[src/rtl/vita49_pkg.sv]
// Shared types and field indices for the VITA-49 transmit run sequencer.
// State encoding, packer ctrl bits, command bits and source command codes.
package vita49_pkg;

  typedef enum logic [2:0] {
    ST_IDLE  = 3'd0,
    ST_RESET = 3'd1,
    ST_WAIT  = 3'd2,
    ST_RUN   = 3'd3,
    ST_DONE  = 3'd4
  } state_e;

  localparam int CTRL_START = 0;
  localparam int CTRL_RST   = 1;
  localparam int CTRL_PASS  = 2;
  localparam int CTRL_TRL   = 3;
  localparam int CTRL_TSI   = 4;

  localparam int CMD_ARM   = 0;
  localparam int CMD_ABORT = 1;
  localparam int CMD_IMM   = 2;
  localparam int CMD_TRL   = 3;
  localparam int CMD_TSI   = 4;
  localparam int CMD_PASS  = 5;

  localparam logic [31:0] SRC_IDLE = 32'd0;
  localparam logic [31:0] SRC_RUN  = 32'd1;
  localparam logic [31:0] SRC_RST  = 32'd2;

endpackage

[src/rtl/vita49_seq_ctrl_if.sv]
// Monitor tap on the packer egress AXI-stream handshake.
// master: the side driving the stream; slave: the passive observer.
interface vita49_seq_ctrl_if;
  logic vita_tvalid;
  logic vita_tready;
  logic vita_tlast;

  modport master (
    output vita_tvalid,
    output vita_tready,
    output vita_tlast
  );

  modport slave (
    input vita_tvalid,
    input vita_tready,
    input vita_tlast
  );
endinterface

[src/rtl/vita49_time_cmp.sv]
// Registered 96-bit unsigned compare: ge = {a_sec,a_fsec} >= {b_sec,b_fsec}.
// Ports: clk/rst_n, a_* current time, b_* threshold, ge one cycle later.
module vita49_time_cmp (
  input  logic        clk,
  input  logic        rst_n,
  input  logic [31:0] a_sec,
  input  logic [63:0] a_fsec,
  input  logic [31:0] b_sec,
  input  logic [63:0] b_fsec,
  output logic        ge
);

  always_ff @(posedge clk or negedge rst_n) begin
    if (!rst_n) ge <= 1'b0;
    else        ge <= {a_sec, a_fsec} >= {b_sec, b_fsec};
  end

endmodule

[src/rtl/vita49_seq_ctrl.sv]
// VITA-49 transmit run sequencer: reset pulse, timed/immediate start, packet
// count and shutdown. Ports: AXIS_ACLK/AXIS_ARESETN, cmd bus, start time,
// num_pkts, current time, egress tap; vita_ctrl, src_cmd, pkt_count, status.
module vita49_seq_ctrl
  import vita49_pkg::*;
#(
  parameter int RST_CYCLES = 4
) (
  input  logic        AXIS_ACLK,
  input  logic        AXIS_ARESETN,
  input  logic [31:0] cmd,
  input  logic        cmd_valid,
  input  logic [31:0] start_sec,
  input  logic [63:0] start_fsec,
  input  logic [31:0] num_pkts,
  input  logic [31:0] timestamp_sec,
  input  logic [63:0] timestamp_fsec,
  vita49_seq_ctrl_if.slave egress,
  output logic [31:0] vita_ctrl,
  output logic [31:0] src_cmd,
  output logic        src_new_cmd,
  output logic [31:0] pkt_count,
  output logic [31:0] status,
  output logic        done_pulse
);

  localparam int CW = $clog2(RST_CYCLES + 1);

  state_e      state;
  logic [CW-1:0] rst_cnt;
  logic [31:0] start_sec_q;
  logic [63:0] start_fsec_q;
  logic [31:0] num_q;
  logic        imm_q;
  logic        trl_q;
  logic        tsi_q;
  logic        pass_q;
  logic        first_wait;
  logic        late_q;
  logic        done_q;
  logic        ts_ge;
  logic        hs;
  logic        arm;
  logic        abort;
  logic        last_pkt;
  logic        finish;
  logic [31:0] run_ctrl;
  logic        unused_cmd;

  assign unused_cmd = ^cmd[31:6];

  vita49_time_cmp u_cmp (
    .clk    (AXIS_ACLK),
    .rst_n  (AXIS_ARESETN),
    .a_sec  (timestamp_sec),
    .a_fsec (timestamp_fsec),
    .b_sec  (start_sec_q),
    .b_fsec (start_fsec_q),
    .ge     (ts_ge)
  );

  assign hs = egress.vita_tvalid
            & egress.vita_tready
            & egress.vita_tlast;

  // Abort beats arm; arm only counts from IDLE.
  assign abort = cmd_valid & cmd[CMD_ABORT]
               & (state inside {ST_RESET, ST_WAIT, ST_RUN});
  assign arm   = cmd_valid & cmd[CMD_ARM]
               & ~cmd[CMD_ABORT] & (state == ST_IDLE);

  assign last_pkt = (state == ST_RUN) & hs
                  & (num_q != 32'd0)
                  & ((pkt_count + 32'd1) == num_q);

  assign finish = abort | last_pkt;

  always_comb begin
    run_ctrl             = '0;
    run_ctrl[CTRL_START] = 1'b1;
    run_ctrl[CTRL_PASS]  = pass_q;
    run_ctrl[CTRL_TRL]   = trl_q;
    run_ctrl[CTRL_TSI]   = tsi_q;
  end

  assign status = {26'd0, done_q, late_q,
                   state != ST_IDLE, state};

  always_ff @(posedge AXIS_ACLK or negedge AXIS_ARESETN) begin
    if (!AXIS_ARESETN) begin
      state        <= ST_IDLE;
      rst_cnt      <= '0;
      start_sec_q  <= '0;
      start_fsec_q <= '0;
      num_q        <= '0;
      imm_q        <= 1'b0;
      trl_q        <= 1'b0;
      tsi_q        <= 1'b0;
      pass_q       <= 1'b0;
      first_wait   <= 1'b0;
      late_q       <= 1'b0;
      done_q       <= 1'b0;
      vita_ctrl    <= '0;
      src_cmd      <= SRC_IDLE;
      src_new_cmd  <= 1'b0;
      done_pulse   <= 1'b0;
    end else begin
      src_new_cmd <= 1'b0;
      done_pulse  <= 1'b0;
      if (finish) begin
        state       <= ST_DONE;
        vita_ctrl   <= '0;
        src_cmd     <= SRC_IDLE;
        src_new_cmd <= 1'b1;
        done_pulse  <= 1'b1;
        done_q      <= 1'b1;
      end else begin
        unique case (state)
          ST_IDLE: begin
            vita_ctrl <= '0;
            if (arm) begin
              state               <= ST_RESET;
              start_sec_q         <= start_sec;
              start_fsec_q        <= start_fsec;
              num_q               <= num_pkts;
              imm_q               <= cmd[CMD_IMM];
              trl_q               <= cmd[CMD_TRL];
              tsi_q               <= cmd[CMD_TSI];
              pass_q              <= cmd[CMD_PASS];
              late_q              <= 1'b0;
              done_q              <= 1'b0;
              rst_cnt             <= CW'(1);
              vita_ctrl           <= '0;
              vita_ctrl[CTRL_RST] <= 1'b1;
              src_cmd             <= SRC_RST;
              src_new_cmd         <= 1'b1;
            end
          end
          ST_RESET: begin
            if (rst_cnt == CW'(RST_CYCLES)) begin
              if (imm_q) begin
                state       <= ST_RUN;
                vita_ctrl   <= run_ctrl;
                src_cmd     <= SRC_RUN;
                src_new_cmd <= 1'b1;
              end else begin
                state      <= ST_WAIT;
                vita_ctrl  <= '0;
                first_wait <= 1'b1;
              end
            end else begin
              rst_cnt <= rst_cnt + CW'(1);
            end
          end
          ST_WAIT: begin
            first_wait <= 1'b0;
            if (ts_ge) begin
              // Already past the start time on the first look: late.
              late_q      <= first_wait;
              state       <= ST_RUN;
              vita_ctrl   <= run_ctrl;
              src_cmd     <= SRC_RUN;
              src_new_cmd <= 1'b1;
            end
          end
          ST_RUN: begin
            vita_ctrl <= run_ctrl;
          end
          ST_DONE: begin
            state <= ST_IDLE;
          end
          default: state <= ST_IDLE;
        endcase
      end
    end
  end

  // Abort freezes the count; otherwise saturating count of TLAST handshakes.
  always_ff @(posedge AXIS_ACLK or negedge AXIS_ARESETN) begin
    if (!AXIS_ARESETN) begin
      pkt_count <= '0;
    end else if (arm) begin
      pkt_count <= '0;
    end else if ((state == ST_RUN) && hs && !abort
                 && (pkt_count != '1)) begin
      pkt_count <= pkt_count + 32'd1;
    end
  end

endmodule

[src/flat_wrapper.sv]
// flat-port wrapper written by rule: the top's interface ports become plain ports
module vita49_seq_ctrl_flat import vita49_pkg::*;
#(
  parameter int RST_CYCLES = 4
)
  (AXIS_ACLK, AXIS_ARESETN, cmd, cmd_valid, start_sec, start_fsec, num_pkts, timestamp_sec, timestamp_fsec, vita_ctrl, src_cmd, src_new_cmd, pkt_count, status, done_pulse, egress_vita_tvalid, egress_vita_tready, egress_vita_tlast);
  vita49_seq_ctrl_if egress_i ();
  input  logic AXIS_ACLK;
  input  logic AXIS_ARESETN;
  input  logic [31:0] cmd;
  input  logic cmd_valid;
  input  logic [31:0] start_sec;
  input  logic [63:0] start_fsec;
  input  logic [31:0] num_pkts;
  input  logic [31:0] timestamp_sec;
  input  logic [63:0] timestamp_fsec;
  output logic [31:0] vita_ctrl;
  output logic [31:0] src_cmd;
  output logic src_new_cmd;
  output logic [31:0] pkt_count;
  output logic [31:0] status;
  output logic done_pulse;
  input wire logic [$bits(egress_i.vita_tvalid)-1:0] egress_vita_tvalid;
  input wire logic [$bits(egress_i.vita_tready)-1:0] egress_vita_tready;
  input wire logic [$bits(egress_i.vita_tlast)-1:0] egress_vita_tlast;
  assign egress_i.vita_tvalid = egress_vita_tvalid;
  assign egress_i.vita_tready = egress_vita_tready;
  assign egress_i.vita_tlast = egress_vita_tlast;
  vita49_seq_ctrl #(.RST_CYCLES(RST_CYCLES)) u_core (.AXIS_ACLK(AXIS_ACLK), .AXIS_ARESETN(AXIS_ARESETN), .cmd(cmd), .cmd_valid(cmd_valid), .start_sec(start_sec), .start_fsec(start_fsec), .num_pkts(num_pkts), .timestamp_sec(timestamp_sec), .timestamp_fsec(timestamp_fsec), .egress(egress_i), .vita_ctrl(vita_ctrl), .src_cmd(src_cmd), .src_new_cmd(src_new_cmd), .pkt_count(pkt_count), .status(status), .done_pulse(done_pulse));
endmodule
[config.mk]
export PLATFORM = sky130hd
export DESIGN_NAME = vita49_seq_ctrl_flat
export DESIGN_NICKNAME = d
export VERILOG_FILES = /design/src/rtl/vita49_pkg.sv /design/src/rtl/vita49_seq_ctrl_if.sv /design/src/rtl/vita49_time_cmp.sv /design/src/rtl/vita49_seq_ctrl.sv /design/src/flat_wrapper.sv
export SDC_FILE = /design/constraint.sdc
export NUM_CORES = 1
export LEC_CHECK = 0
export CORE_UTILIZATION = 32
export DETAILED_ROUTE_END_ITERATION = 10
export PLACE_DENSITY = 0.71
export SYNTH_ARGS = -nofsm -noshare
export SYNTH_HDL_FRONTEND = slang
export SYNTH_SLANG_ARGS = --single-unit
[constraint.sdc]
create_clock -name AXIS_ACLK -period 4.04 [get_ports AXIS_ACLK]
set_clock_uncertainty 0.2 [all_clocks]
set_input_delay 1.01 -clock AXIS_ACLK [delete_from_list [all_inputs] [get_ports AXIS_ACLK]]
set_output_delay 1.01 -clock AXIS_ACLK [all_outputs]
set_load 0.01 [all_outputs]
# Word-level counts from Yosys, hierarchy flattened
# Cells that the tools add are included.
# Widths: inputs -> output; s select.
op_classes:
  add_sub_neg: 2
  n_mul: 0
  div_mod_pow: 0
  n_lt_le_gt_ge: 1
  eq_ne: 16
  shifts: 0
  n_mux: 37
  bitwise: 13
  n_reduce_logical: 24
ops:
  columns: ["operator", "count"]
  rows:
  - ["$mux 32", 10]
  - ["$pmux 32 s4", 1]
  - ["$ge 96x96->1", 1]
  - ["$pmux 32 s3", 1]
  - ["$add 32x1->32 const B", 1]
  - ["$eq 32x32->1", 1]
  - ["$ne 32x32->1 const B", 1]
  - ["$reduce_bool 32->1", 1]
  - ["$reduce_and 4->1", 4]
  - ["$mux 3", 5]
  - ["$mux 1", 13]
  - ["$pmux 3 s4", 1]
  - ["$reduce_bool 2->1", 6]
  - ["$and 1x1->1", 10]
  - ["$ne 2x2->1 const B", 4]
  - ["$eq 3x2->1 const B", 2]
  - ["$ne 3x1->1 const B", 2]
  - ["$ne 3x2->1 const B", 2]
  - ["$pmux 3 s2", 1]
  - ["$reduce_and 3->1", 2]
  - ["$reduce_bool 3->1", 2]
  - ["$mux 5", 1]
  - ["$reduce_and 5->1", 1]
  - ["$reduce_bool 5->1", 1]
  - ["other kinds (14)", 19]
totals:
  register_bits: 240
  latchBits: 0
  mem_bits_rw: 0
  mem_bits_ro: 0
  inputBits: 262
  output_inout_bits: 130
  elab_cells: 111
  n_memories: 0

# Depth between registers and ports, before layout
depth:
  depth_word: 8
  depth_mapped: 12

# Hierarchy
# A second synthesis with hierarchy kept.
unflattened:
  hier_cells: 1425
  area_unflattened_um2: 11521.0
modules_own_cells:
  columns: ["module", "instances", "cells_per_inst", "area_per_inst_um2", "seq_area_each_um2"]
  rows:
  - ["vita49_seq_ctrl", 1, 1078, 9083.7, 4554.4]
  - ["vita49_time_cmp", 1, 347, 2437.3, 25.0]

# Worst setup path before layout
# No wires, ideal clock.
synth_path:
  path_type: "reg2reg"
  start: "register u_core.pkt_count[0]"
  end: "register u_core.src_cmd[0]"
  setup_ns: 0.132
  arrival_time_ns: 2.623
  required_ns: 3.708
  slack_ns: 1.084
  stages_incl_launch_ff: 12
  path_buffers: 2
  synth_period_minus_slack_ns: 2.956
  cell_sequence: "dfrtp_1 ha_1 and3_1 buf_2 nand3_4 or4_4 xnor2_1 nand4_1 or4_4 nand2_2 buf_6 nor3_1"
synth_between:
  elab_chain_cells: 6
  elab_cells_between_ends: 11
  cone_classes: "1 x add/sub; 5 x eq/ne; 1 x mux; 2 x bitwise; 2 x reduce/logical"
synth_lines:
  columns: ["element", "line", "rtl"]
  rows:
  - ["start, declared", "vita49_seq_ctrl.sv:22", "output logic [31:0] pkt_count,"]
  - ["start signal, assigned", "vita49_seq_ctrl.sv:186", "pkt_count <= pkt_count + 32'd1;"]
  - ["$add 32x1->32 (*)", "vita49_seq_ctrl.sv:74", "& ((pkt_count + 32'd1) == num_q);"]
  - ["$eq 32x32->1 (*)", "vita49_seq_ctrl.sv:74", null]
  - ["$and 1x1->1 (*)", "vita49_seq_ctrl.sv:74", null]
  - ["$or 1x1->1 (*)", "vita49_seq_ctrl.sv:76", "assign finish = abort | last_pkt;"]
  - ["named net u_core.finish", "vita49_seq_ctrl.sv:46", "logic finish;"]
  - ["$ne 3x1->1 (no source line) (tied with other cells)", null, null]
  - ["$reduce_and 5->1 (no source line)", null, null]
  - ["end signal, assigned", "vita49_seq_ctrl.sv:104", "src_cmd <= SRC_IDLE;"]
  - ["end signal, assigned", "vita49_seq_ctrl.sv:113", "src_cmd <= SRC_IDLE;"]
  - ["end signal, assigned", "vita49_seq_ctrl.sv:135", "src_cmd <= SRC_RST;"]
  - ["end, declared", "vita49_seq_ctrl.sv:20", "output logic [31:0] src_cmd,"]
# The timed path passes the listed nets; every way through them passes the cells marked *.
# A chain may end at the register's enable or synchronous reset.

# Final worst setup path
layout_path:
  start: "register u_core.pkt_count[0]"
  end: "register u_core.vita_ctrl[1]"
layout_between:
  elab_chain_cells: 6
  elab_cells_between_ends: 9
  cone_classes: "1 x add/sub; 3 x eq/ne; 1 x mux; 2 x bitwise; 2 x reduce/logical"
layout_lines:
  columns: ["element", "line", "rtl"]
  rows:
  - ["$add 32x1->32 (*)", "vita49_seq_ctrl.sv:74", null]
  - ["$eq 32x32->1 (*)", "vita49_seq_ctrl.sv:74", null]
  - ["$and 1x1->1 (*)", "vita49_seq_ctrl.sv:74", null]
  - ["$or 1x1->1 (*)", "vita49_seq_ctrl.sv:76", null]
  - ["$ne 3x2->1 (no source line) / $reduce_bool 5->1 (equally long branches)", null, null]
  - ["$reduce_and 3->1 (no source line)", null, null]
  - ["end signal, assigned", "vita49_seq_ctrl.sv:143", "vita_ctrl <= run_ctrl;"]
  - ["end signal, assigned", "vita49_seq_ctrl.sv:161", "vita_ctrl <= run_ctrl;"]
  - ["end signal, assigned", "vita49_seq_ctrl.sv:167", "vita_ctrl <= run_ctrl;"]
  - ["end, declared", "vita49_seq_ctrl.sv:19", "output logic [31:0] vita_ctrl,"]
# Every way passes the cells marked *; elsewhere a longest branch is shown, timed or not.

==> metrics.txt <==
Final Hold Fails=0; compound-gate portion of the synthesized area=~16%; Num CTS Buffers=17; IO buf count=282; Crit. End Element=register; Power Dens Cells=517.3 nW/um^2; Final Cell Area=15050 um^2; count of final setup violators=0; First DRT Iteration DRCs=613; DRT Pass-1 Iters=5; most common cell in the netlist=nand2_1; final setup margin=0.4734 ns; Root Driver=clkbuf_16; first-pass GRT wire length=51810 um; Simple-Gate Fraction of Synth Area=18.84%; fin. max-slew vios=0; Worst-Margin Slew=0.6935 ns; layout overhead on the synthesized area=30.88%; static leakage=0.006805 uW; GRT Resource Usage Total=between 10% and 20%; Worst Path Arrival=roughly 3.7 ns; total routed wirelength=32950 um; register area share after synthesis=39.83%; # IOs=between 300 and 400; post-synth top area share=between 30% and 40%; # nets final=around 1.9k; largest cells by area after synthesis=dfrtp_1, ha_1, nand2_1; Final Cycle Share=around 88%; setup bufs post-CTS=0; Clock Tree Buf Depth=2; Post-Route Utilization=42.41%; Post-DP Area=14460 um^2; Sink Count=183; number of global-route vias before repair=9904; Req. time, crit path=4.17 ns; synthesized area=11500 um^2; Worst setup SP type=register; critical path peak fanout=11; antenna viol nets, final=0; YS warnings=0; layout cell share with drive strength beyond 1=4.130%; DR vias/cell=4.874; Hold WC Path Type=primary input to asynchronous set/reset pin; number of synthesized flops with an enable pin=0; Mapped Cells=1334; largest net degree at the start of global routing=168; Max Cap Violations=0; Cell Rows=~70; die height=191.6 um; Critical R2R Launch=u_core.pkt_count[0]; core area=between 30000 and 40000 um^2; Routability Congestion=between 0.9 and 1; die footprint=about 37000 um^2; Clock Pin Slew Worst Setup and Hold Paths=0.07 ns; final setup TNS=0 ns; fraction of synthesized area in multiplexers=0%; CTS tree=yes; Worst R2R End=u_core.vita_ctrl[1]; Remaining DRCs=0; dpl hpwl=25580 um; power after layout=7784 uW; dpl ws=0.1537 ns; Post-synth top cells=nand2_1, dfrtp_1, o21ai_0; post-cts sizing count=0; Main synth FF type=dfrtp_1; wire length per cell=15.99 um; largest family of logic cells by synthesized area=simple AND/OR/NAND/NOR gates; initial antenna violation count=2; Tmin final=3.567 ns; Seq cells post-synth=between 150 and 200; DR vias=between 10k and 15k; status=completed; depth of the worst register-to-register path=10; Synth area leader=dfrtp_1; hold_buf cts=0; Synth Area per Inst=8.619 um^2; Peak VDD IR=0.3533 mV; relative slew slack=53.49%; fmax=between 200 and 300 MHz; Post-Synth XOR/XNOR Area=3.276%; total congestion overflow=0; library cells used by synthesis=between 60 and 70; die width=191.6 um; RSZ-0062 raised after global routing=false; post-synthesis adder-cell area fraction=10.77%; H-tree lvl count=4; Clock Latency Late Sink=0.46 ns; Initial Util=32.40%; share of flip-flops with an asynchronous set or reset=100.0%; setup slack, reg-to-reg=0.47 ns; critical path type=register to register
==> worst max-delay path by stage <==
stage                              from             endpoint  slack (ns)  cells after the start
CTS                 u_core.pkt_count[0]  u_core.vita_ctrl[1]        0.52                     10
finish              u_core.pkt_count[0]  u_core.vita_ctrl[1]        0.47                     10
floorplan           u_core.pkt_count[0]    u_core.src_cmd[0]        1.08                     11
global route        u_core.pkt_count[0]  u_core.vita_ctrl[1]        0.32                     10
global placement      egress_vita_tlast  u_core.vita_ctrl[1]        0.22                      9
detailed placement    egress_vita_tlast  u_core.vita_ctrl[1]        0.15                      9
==> final cells by class <==
cell class | instances | area [um^2]
inverter | 106 | 397.9
tap | 461 | 576.8
timing repair buffer | 299 | 3004
antenna | 1 | 2.502
sequential | 183 | 4579
clock inverter | 11 | 148.9
multi-input combinational | 980 | 5906
clock buffer | 19 | 432.9
fill | 3493 | 20430
==> metrics by stage <==
step,hold WS (ns),instances
after floorplan,0.2453,1416
after global placement,0.2752,2029
after detailed placement,0.2795,2029
after CTS,0.2769,2059
after global routing,0.2952,2059
final,0.2715,2060
==> sequential cells by signal (all words and copies together), names as in the netlist <==
name                 flops
u_core.trl_q             1
u_core.u_cmp.ge          1
u_core.imm_q             1
u_core.num_q            32
u_core.tsi_q             1
u_core.pkt_count        32
u_core.start_fsec_q     64
u_core.src_cmd           2
u_core.start_sec_q      32
u_core.rst_cnt           3
u_core.done_q            1
u_core.vita_ctrl         5
u_core.state             3
u_core.late_q            1
u_core.done_pulse        1
u_core.src_new_cmd       1
u_core.pass_q            1
u_core.first_wait        1
==> kinds of logic after synthesis <==
family,count (synthesis)
AO/OA/AOI/OAI,299
XOR/XNOR,43
adder cells (fa/ha/maj),99
buffers and inverters,253
flip-flops,183
other,1
AND/OR/NAND/NOR,456
==> report_power, final <==
group | switching (uW) | internal (uW)
clock | 750 | 969
combinational | 1690 | 1420
sequential | 413 | 2550
total | 2850 | 4930
==> critical path, cell delays in order, from the launching register on <==
cell	delay [ns]
dfrtp_1	0.52
ha_1	0.34
nand3_1	0.31
nor3_2	0.54
buf_4	0.24
a31oi_1	0.08
a21oi_1	0.20
nand4_1	0.13
or4_4	0.54
nand2_2	0.21
o21ai_0	0.12
==> layer usage <==
layer / wire length, um / vias to the layer above / GRT usage (%)
li1: - / 4912 / -
met3: 2617 / 57 / 5.287
met2: 16000 / 373 / 30.96
met1: 13280 / 4697 / 21.24
met5: 12 / - / 0
met4: 1044 / 2 / 8.211
==> placed cells by master (no fill, tap or decap), drive strengths merged, types with 39 or more instances in the layout <==
cell type      count
inv              109
ha                99
dfrtp            183
nand4             39
nand2            248
clkdlybuf4s50    281
a21oi             44
conb              83
o21ai            149
nor2              46
Power figures use the tool's default switching activity.
